File: src/rtl/seg_deserializer_if.sv
// Serial segment lanes plus shift clock in, rebuilt per-digit patterns and frame status out.
interface seg_deserializer_if #(
    parameter int DIGITS = 4
);
    logic [DIGITS-1:0]   seg_in;
    logic                shift_in;
    logic [8*DIGITS-1:0] seg_pattern;
    logic [4*DIGITS-1:0] digit_val;
    logic [DIGITS-1:0]   digit_err;
    logic                frame_valid;
    logic                frame_err;
    logic [7:0]          frame_cnt;

    modport master (
        output seg_in, shift_in,
        input  seg_pattern, digit_val, digit_err, frame_valid, frame_err, frame_cnt
    );

    modport slave (
        input  seg_in, shift_in,
        output seg_pattern, digit_val, digit_err, frame_valid, frame_err, frame_cnt
    );
endinterface

File: src/rtl/seg_deserializer.sv
// Rebuilds 8-bit 7-segment patterns from per-digit serial lanes, decodes them to hex,
// and discards partial frames after IDLE_CYCLES clocks without a shift edge.
module seg_deserializer #(
    parameter int DIGITS      = 4,
    parameter int IDLE_CYCLES = 64
) (
    input logic               clk,
    input logic               reset,
    seg_deserializer_if.slave bus
);
    localparam int            TW        = $clog2(IDLE_CYCLES + 1);
    localparam logic [TW-1:0] TIMER_MAX = TW'(IDLE_CYCLES);

    typedef enum logic {IDLE, RECEIVING} rx_state_e;

    // Returns {err, val}; an unknown glyph decodes to value 0 with err set.
    function automatic logic [4:0] decode_glyph(input logic [6:0] p);
        case (p)
            7'h3F:   decode_glyph = 5'h00;
            7'h06:   decode_glyph = 5'h01;
            7'h5B:   decode_glyph = 5'h02;
            7'h4F:   decode_glyph = 5'h03;
            7'h66:   decode_glyph = 5'h04;
            7'h6D:   decode_glyph = 5'h05;
            7'h7D:   decode_glyph = 5'h06;
            7'h07:   decode_glyph = 5'h07;
            7'h7F:   decode_glyph = 5'h08;
            7'h6F:   decode_glyph = 5'h09;
            7'h77:   decode_glyph = 5'h0A;
            7'h7C:   decode_glyph = 5'h0B;
            7'h39:   decode_glyph = 5'h0C;
            7'h5E:   decode_glyph = 5'h0D;
            7'h79:   decode_glyph = 5'h0E;
            7'h71:   decode_glyph = 5'h0F;
            default: decode_glyph = 5'h10;
        endcase
    endfunction

    logic [DIGITS-1:0]      seg_s1, seg_s2;
    logic                   shift_s1, shift_s2, shift_s3;
    logic                   shift_edge;
    logic [DIGITS-1:0][7:0] sr_q, sr_d;
    logic [2:0]             bit_cnt_q, bit_cnt_d;
    logic [TW-1:0]          timer_q, timer_d;
    logic [DIGITS-1:0][7:0] pattern_q, pattern_d;
    logic [DIGITS-1:0][3:0] val_q, val_d;
    logic [DIGITS-1:0]      err_q, err_d;
    logic                   valid_q, valid_d;
    logic                   ferr_q, ferr_d;
    logic [7:0]             cnt_q, cnt_d;
    rx_state_e              state;

    assign shift_edge = shift_s2 & ~shift_s3;
    assign state      = (bit_cnt_q == 3'd0) ? IDLE : RECEIVING;

    always_ff @(posedge clk or posedge reset) begin
        if (reset) begin
            seg_s1   <= '0;
            seg_s2   <= '0;
            shift_s1 <= 1'b0;
            shift_s2 <= 1'b0;
            shift_s3 <= 1'b0;
        end else begin
            // NOTE: non-blocking so each stage takes the previous stage's pre-edge value; blocking would collapse the chain.
            seg_s1   <= bus.seg_in;
            seg_s2   <= seg_s1;
            shift_s1 <= bus.shift_in;
            shift_s2 <= shift_s1;
            shift_s3 <= shift_s2;
        end
    end

    always_ff @(posedge clk or posedge reset) begin
        if (reset) begin
            sr_q      <= '0;
            bit_cnt_q <= '0;
            timer_q   <= '0;
            pattern_q <= '0;
            val_q     <= '0;
            err_q     <= '0;
            valid_q   <= 1'b0;
            ferr_q    <= 1'b0;
            cnt_q     <= '0;
        end else begin
            sr_q      <= sr_d;
            bit_cnt_q <= bit_cnt_d;
            timer_q   <= timer_d;
            pattern_q <= pattern_d;
            val_q     <= val_d;
            err_q     <= err_d;
            valid_q   <= valid_d;
            ferr_q    <= ferr_d;
            cnt_q     <= cnt_d;
        end
    end

    always_comb begin
        // NOTE: every signal driven here gets a default first; any path that skipped one would infer a latch.
        sr_d      = sr_q;
        bit_cnt_d = bit_cnt_q;
        timer_d   = timer_q;
        pattern_d = pattern_q;
        val_d     = val_q;
        err_d     = err_q;
        valid_d   = 1'b0;
        ferr_d    = 1'b0;
        cnt_d     = cnt_q;

        if (shift_edge) begin
            // A detected edge always wins over a coincident timeout.
            timer_d   = '0;
            bit_cnt_d = bit_cnt_q + 3'd1;
            for (int j = 0; j < DIGITS; j++) begin
                sr_d[j] = {sr_q[j][6:0], seg_s2[j]};
            end
            if (bit_cnt_q == 3'd7) begin
                pattern_d = sr_d;
                for (int j = 0; j < DIGITS; j++) begin
                    {err_d[j], val_d[j]} = decode_glyph(sr_d[j][6:0]);
                end
                valid_d = 1'b1;
                cnt_d   = cnt_q + 8'd1;
            end
        end else if (timer_q != TIMER_MAX) begin
            timer_d = timer_q + TW'(1);
        end else if (state == RECEIVING) begin
            bit_cnt_d = '0;
            ferr_d    = 1'b1;
        end
    end

    assign bus.seg_pattern = pattern_q;
    assign bus.digit_val   = val_q;
    assign bus.digit_err   = err_q;
    assign bus.frame_valid = valid_q;
    assign bus.frame_err   = ferr_q;
    assign bus.frame_cnt   = cnt_q;
endmodule

File: src/flat_wrapper.sv
// flat-port wrapper written by rule: the top's interface ports become plain ports
module seg_deserializer_flat 
#(
    parameter int DIGITS      = 4,
    parameter int IDLE_CYCLES = 64
)
  (clk, reset, bus_seg_in, bus_shift_in, bus_seg_pattern, bus_digit_val, bus_digit_err, bus_frame_valid, bus_frame_err, bus_frame_cnt);
  seg_deserializer_if #(.DIGITS(DIGITS)) bus_i ();
  input logic clk;
  input logic reset;
  input wire logic [$bits(bus_i.seg_in)-1:0] bus_seg_in;
  input wire logic [$bits(bus_i.shift_in)-1:0] bus_shift_in;
  output wire logic [$bits(bus_i.seg_pattern)-1:0] bus_seg_pattern;
  output wire logic [$bits(bus_i.digit_val)-1:0] bus_digit_val;
  output wire logic [$bits(bus_i.digit_err)-1:0] bus_digit_err;
  output wire logic [$bits(bus_i.frame_valid)-1:0] bus_frame_valid;
  output wire logic [$bits(bus_i.frame_err)-1:0] bus_frame_err;
  output wire logic [$bits(bus_i.frame_cnt)-1:0] bus_frame_cnt;
  assign bus_i.seg_in = bus_seg_in;
  assign bus_i.shift_in = bus_shift_in;
  assign bus_seg_pattern = bus_i.seg_pattern;
  assign bus_digit_val = bus_i.digit_val;
  assign bus_digit_err = bus_i.digit_err;
  assign bus_frame_valid = bus_i.frame_valid;
  assign bus_frame_err = bus_i.frame_err;
  assign bus_frame_cnt = bus_i.frame_cnt;
  seg_deserializer #(.DIGITS(DIGITS), .IDLE_CYCLES(IDLE_CYCLES)) u_core (.clk(clk), .reset(reset), .bus(bus_i));
endmodule
File: config.mk
export PLATFORM = sky130hd
export DESIGN_NAME = seg_deserializer_flat
export DESIGN_NICKNAME = d
export VERILOG_FILES = /design/src/rtl/seg_deserializer_if.sv /design/src/rtl/seg_deserializer.sv /design/src/flat_wrapper.sv
export SDC_FILE = /design/constraint.sdc
export NUM_CORES = 1
export LEC_CHECK = 0
export CELL_PAD_IN_SITES_DETAIL_PLACEMENT = 1
export CELL_PAD_IN_SITES_GLOBAL_PLACEMENT = 1
export CORE_ASPECT_RATIO = 1.4
export CORE_MARGIN = 2
export CORE_UTILIZATION = 45
export DETAILED_ROUTE_END_ITERATION = 6
export PLACE_DENSITY = 0.86
export REMOVE_ABC_BUFFERS = 1
export SLEW_MARGIN = 20
export SYNTH_ARGS = -nofsm -noshare
export SYNTH_HDL_FRONTEND = slang
export SYNTH_SLANG_ARGS = --single-unit
File: constraint.sdc
create_clock -name clk -period 6.3 [get_ports clk]
set_clock_uncertainty 0.05 [all_clocks]
set_input_delay 1.26 -clock clk [delete_from_list [all_inputs] [get_ports clk]]
set_output_delay 1.26 -clock clk [all_outputs]
set_load 0.1 [all_outputs]
==> metrics <==
GR Layer Usage met1 between 20 and 30%; CP arrival about 1.9 ns; total power ~0.003 W; worst slew pin tran about 1 ns; Hold Fails Final Rpt 0; most frequent cells in the layout nand2_1, dfrtp_1, clkdlybuf4s50_1, o21ai_0, nor2_1; CP bufs+invs 1; # Post-CTS Setup Buffers 0; share of layout cells above drive strength 1 roughly 4.8%; first-pass GRT wire length between 20000 and 25000 µm; io pins 69; Area Overhead vs Synth 19.01%; WHS around 0.30 ns; commonest non-fill, non-tap cell in the layout nand2_1; RD Place Congestion 0.8009; final net count approximately 660; TritonCTS clock tree yes; number of buffers added on ports 68; dpl cells ~780; DR pass1 iterations 4; Initial DRC Count 210; met2 Usage GRT between 30% and 40%; Core ar. about 12000 µm²; post-route setup TNS 0 ns; fin worst setup slack ~3.1 ns; GRT Overall Usage 22.37%; peak fanout along the critical path 4; vias in the first global route between 4000 and 5000; Max stage delay on crit path around 1.2 ns; dpl ws roughly 3.2 ns; mean area per synthesized cell 8.901 µm²; crit share post-route 51.24%; Max Fclk roughly 0.31 GHz; cell breakdown of the critical path clkdlybuf4s50_1; die area between 10000 and 15000 µm²; crit path time final between 3 and 4 ns; Initial Util a little under half; maximum clock path buffer count 2; Top delay family on crit path buffers and inverters; routed length per instance 17.44 µm; depth of the CTS H-tree 3; post-CTS resize count 0; part of the Yosys area used for sequential elements between 50% and 60%; CTS buffer count 9; clk root buf clkbuf_16; type of origin of the critical path flop; CP Class reg2out; P_leak 2.804 nW; initial antenna violation count 0; RSZ-0062 raised after global routing false; Horiz. Die Dim between 90 and 100 µm; HPWL Detailed about 9000 µm; Seq cells post-synth between 100 and 150; clk sinks between 100 and 150; Min-Delay Path Class reg2reg; Final ANT Viol Nets 0; drt total wl 13870 µm; synthesized area 5403 µm²; async set-reset flop share out of synthesis 100.0%; Post-Syn Instances just over 600; WP data required roughly 5.0 ns; met3 usage 3.515%; Main synth FF type dfrtp_1; Slew HR 32.51%; grt peak-use layer met2; Pins Over Slew Limit 0; Worst-path clk slew around 0.07 ns; Max stage delay cell, worst path clkdlybuf4s50_1; Clock Latency Late Sink 0.34 ns; status finished clean; maxcap violations 0; Yosys Warn Count 0; FP Rows 47; diodes inserted 0; Netlist cell types 55; hold_buf cts 0; peak supply drop ~0.21 mV; gr ovfl total 0; remaining routing DRC violations 0; final std cells w/o fill approximately 800; final setup fails 0; die height 133.6 µm; crit path capture type output port; DR vias around 4600; largest net degree at the start of global routing a little over 60; EDFF count, synth 0; Via density just under 6; PwrDens 478.1 nW/µm²
==> layer usage <==
layer,routed length (µm),up-vias
met5,0,-
met4,446,0
met3,409,43
met2,7255,110
met1,5755,2307
li1,-,2145
==> final timing paths <==
| kind | slack, ns | cells past startpoint | endpoint | start |
|---|---|---|---|---|
| worst max register to register | 3.81 | 8 | u_core.bus.digit_err[3] | u_core.bit_cnt_q[0] |
| min in group asynchronous | 1.33 | 2 | u_core.bus.seg_pattern[15] | reset |
| worst min-delay path | 0.30 | 0 | u_core.seg_s2[0] | u_core.seg_s1[0] |
| worst min register to register | 0.30 | 0 | u_core.seg_s2[0] | u_core.seg_s1[0] |
| max in group asynchronous | 3.67 | 3 | u_core.sr_q[16] | reset |
| worst max-delay path | 3.07 | 1 | bus_frame_cnt[0] | u_core.bus.frame_cnt[0] |
==> state kept, by name (all words and copies together) (netlist names) <==
name and flops:
u_core.bus.digit_val 16, u_core.bus.frame_cnt 8, u_core.seg_s2 4, u_core.seg_s1 4, u_core.sr_q 28, u_core.shift_s1 1, u_core.bus.frame_err 1, u_core.bus.frame_valid 1
u_core.shift_s2 1, u_core.bit_cnt_q 3, u_core.bus.seg_pattern 32, u_core.bus.digit_err 4, u_core.shift_s3 1, u_core.timer_q 7
==> report_power, final <==
group | switching (W) | leakage (nW) | internal, W
sequential | 0.000198 | 1.46 | 0.000873
clock | 0.000260 | 0.158 | 0.000370
combinational | 0.00105 | 1.19 | 0.000324
total | 0.00151 | 2.80 | 0.00157
==> cells in the mapped netlist (4+ instances only) <==
| cell type | instances | share of area, % |
|---|---|---|
| nand2_1 | 169 | 12 |
| dfrtp_1 | 111 | 51 |
| nor2_1 | 34 | 2.4 |
| o21ai_0 | 34 | 3.1 |
| clkbuf_1 | 23 | 1.6 |
| a21oi_1 | 22 | 2.0 |
| nand3_1 | 21 | 1.9 |
| buf_2 | 16 | 1.5 |
| inv_1 | 16 | 1.1 |
| nand2b_1 | 13 | 1.5 |
| xor2_1 | 11 | 1.8 |
| nor4_1 | 10 | 1.2 |
| nand3b_1 | 9 | 1.3 |
| nor3_1 | 9 | 0.83 |
| a31oi_1 | 8 | 0.93 |
| a211oi_1 | 6 | 0.83 |
| buf_1 | 6 | 0.42 |
| ha_1 | 6 | 1.4 |
| nand4_1 | 6 | 0.69 |
| xnor2_1 | 6 | 0.97 |
| nand4b_1 | 5 | 0.81 |
| nor2b_1 | 5 | 0.58 |
| o22ai_1 | 5 | 0.58 |
| a32o_1 | 4 | 0.74 |
| mux2i_1 | 4 | 0.74 |
==> final cells by class <==
| class | count | area, µm² |
|---|---|---|
| fillers | 1372 | 5331 |
| clock buffers | 11 | 252.7 |
| repair buffers | 72 | 710.7 |
| well taps | 147 | 183.9 |
| inverters | 16 | 62.56 |
| multi-input cells | 433 | 2362 |
| clock inverters | 5 | 80.08 |
| flip-flops and latches | 111 | 2778 |
==> kinds of logic after synthesis <==
family / synth area share, %
AOI/OAI and AO/OA: 12.11
xor gates and xnor gates: 2.756
adders and majority gates: 1.575
buffers and inverters: 4.956
DFF: 51.41
muxes: 0.7411
and+or+nand+nor: 26.45
==> metrics by stage <==
step | util (%) | area (µm²)
4_1_cts | 54.65 | 6427
3_3_place_gp | 51.82 | 6095
6_report | 54.67 | 6430
3_5_place_dp | 51.82 | 6095
2_1_floorplan | - | 5195
5_1_grt | 54.67 | 6430
Power figures use the tool's default switching activity.
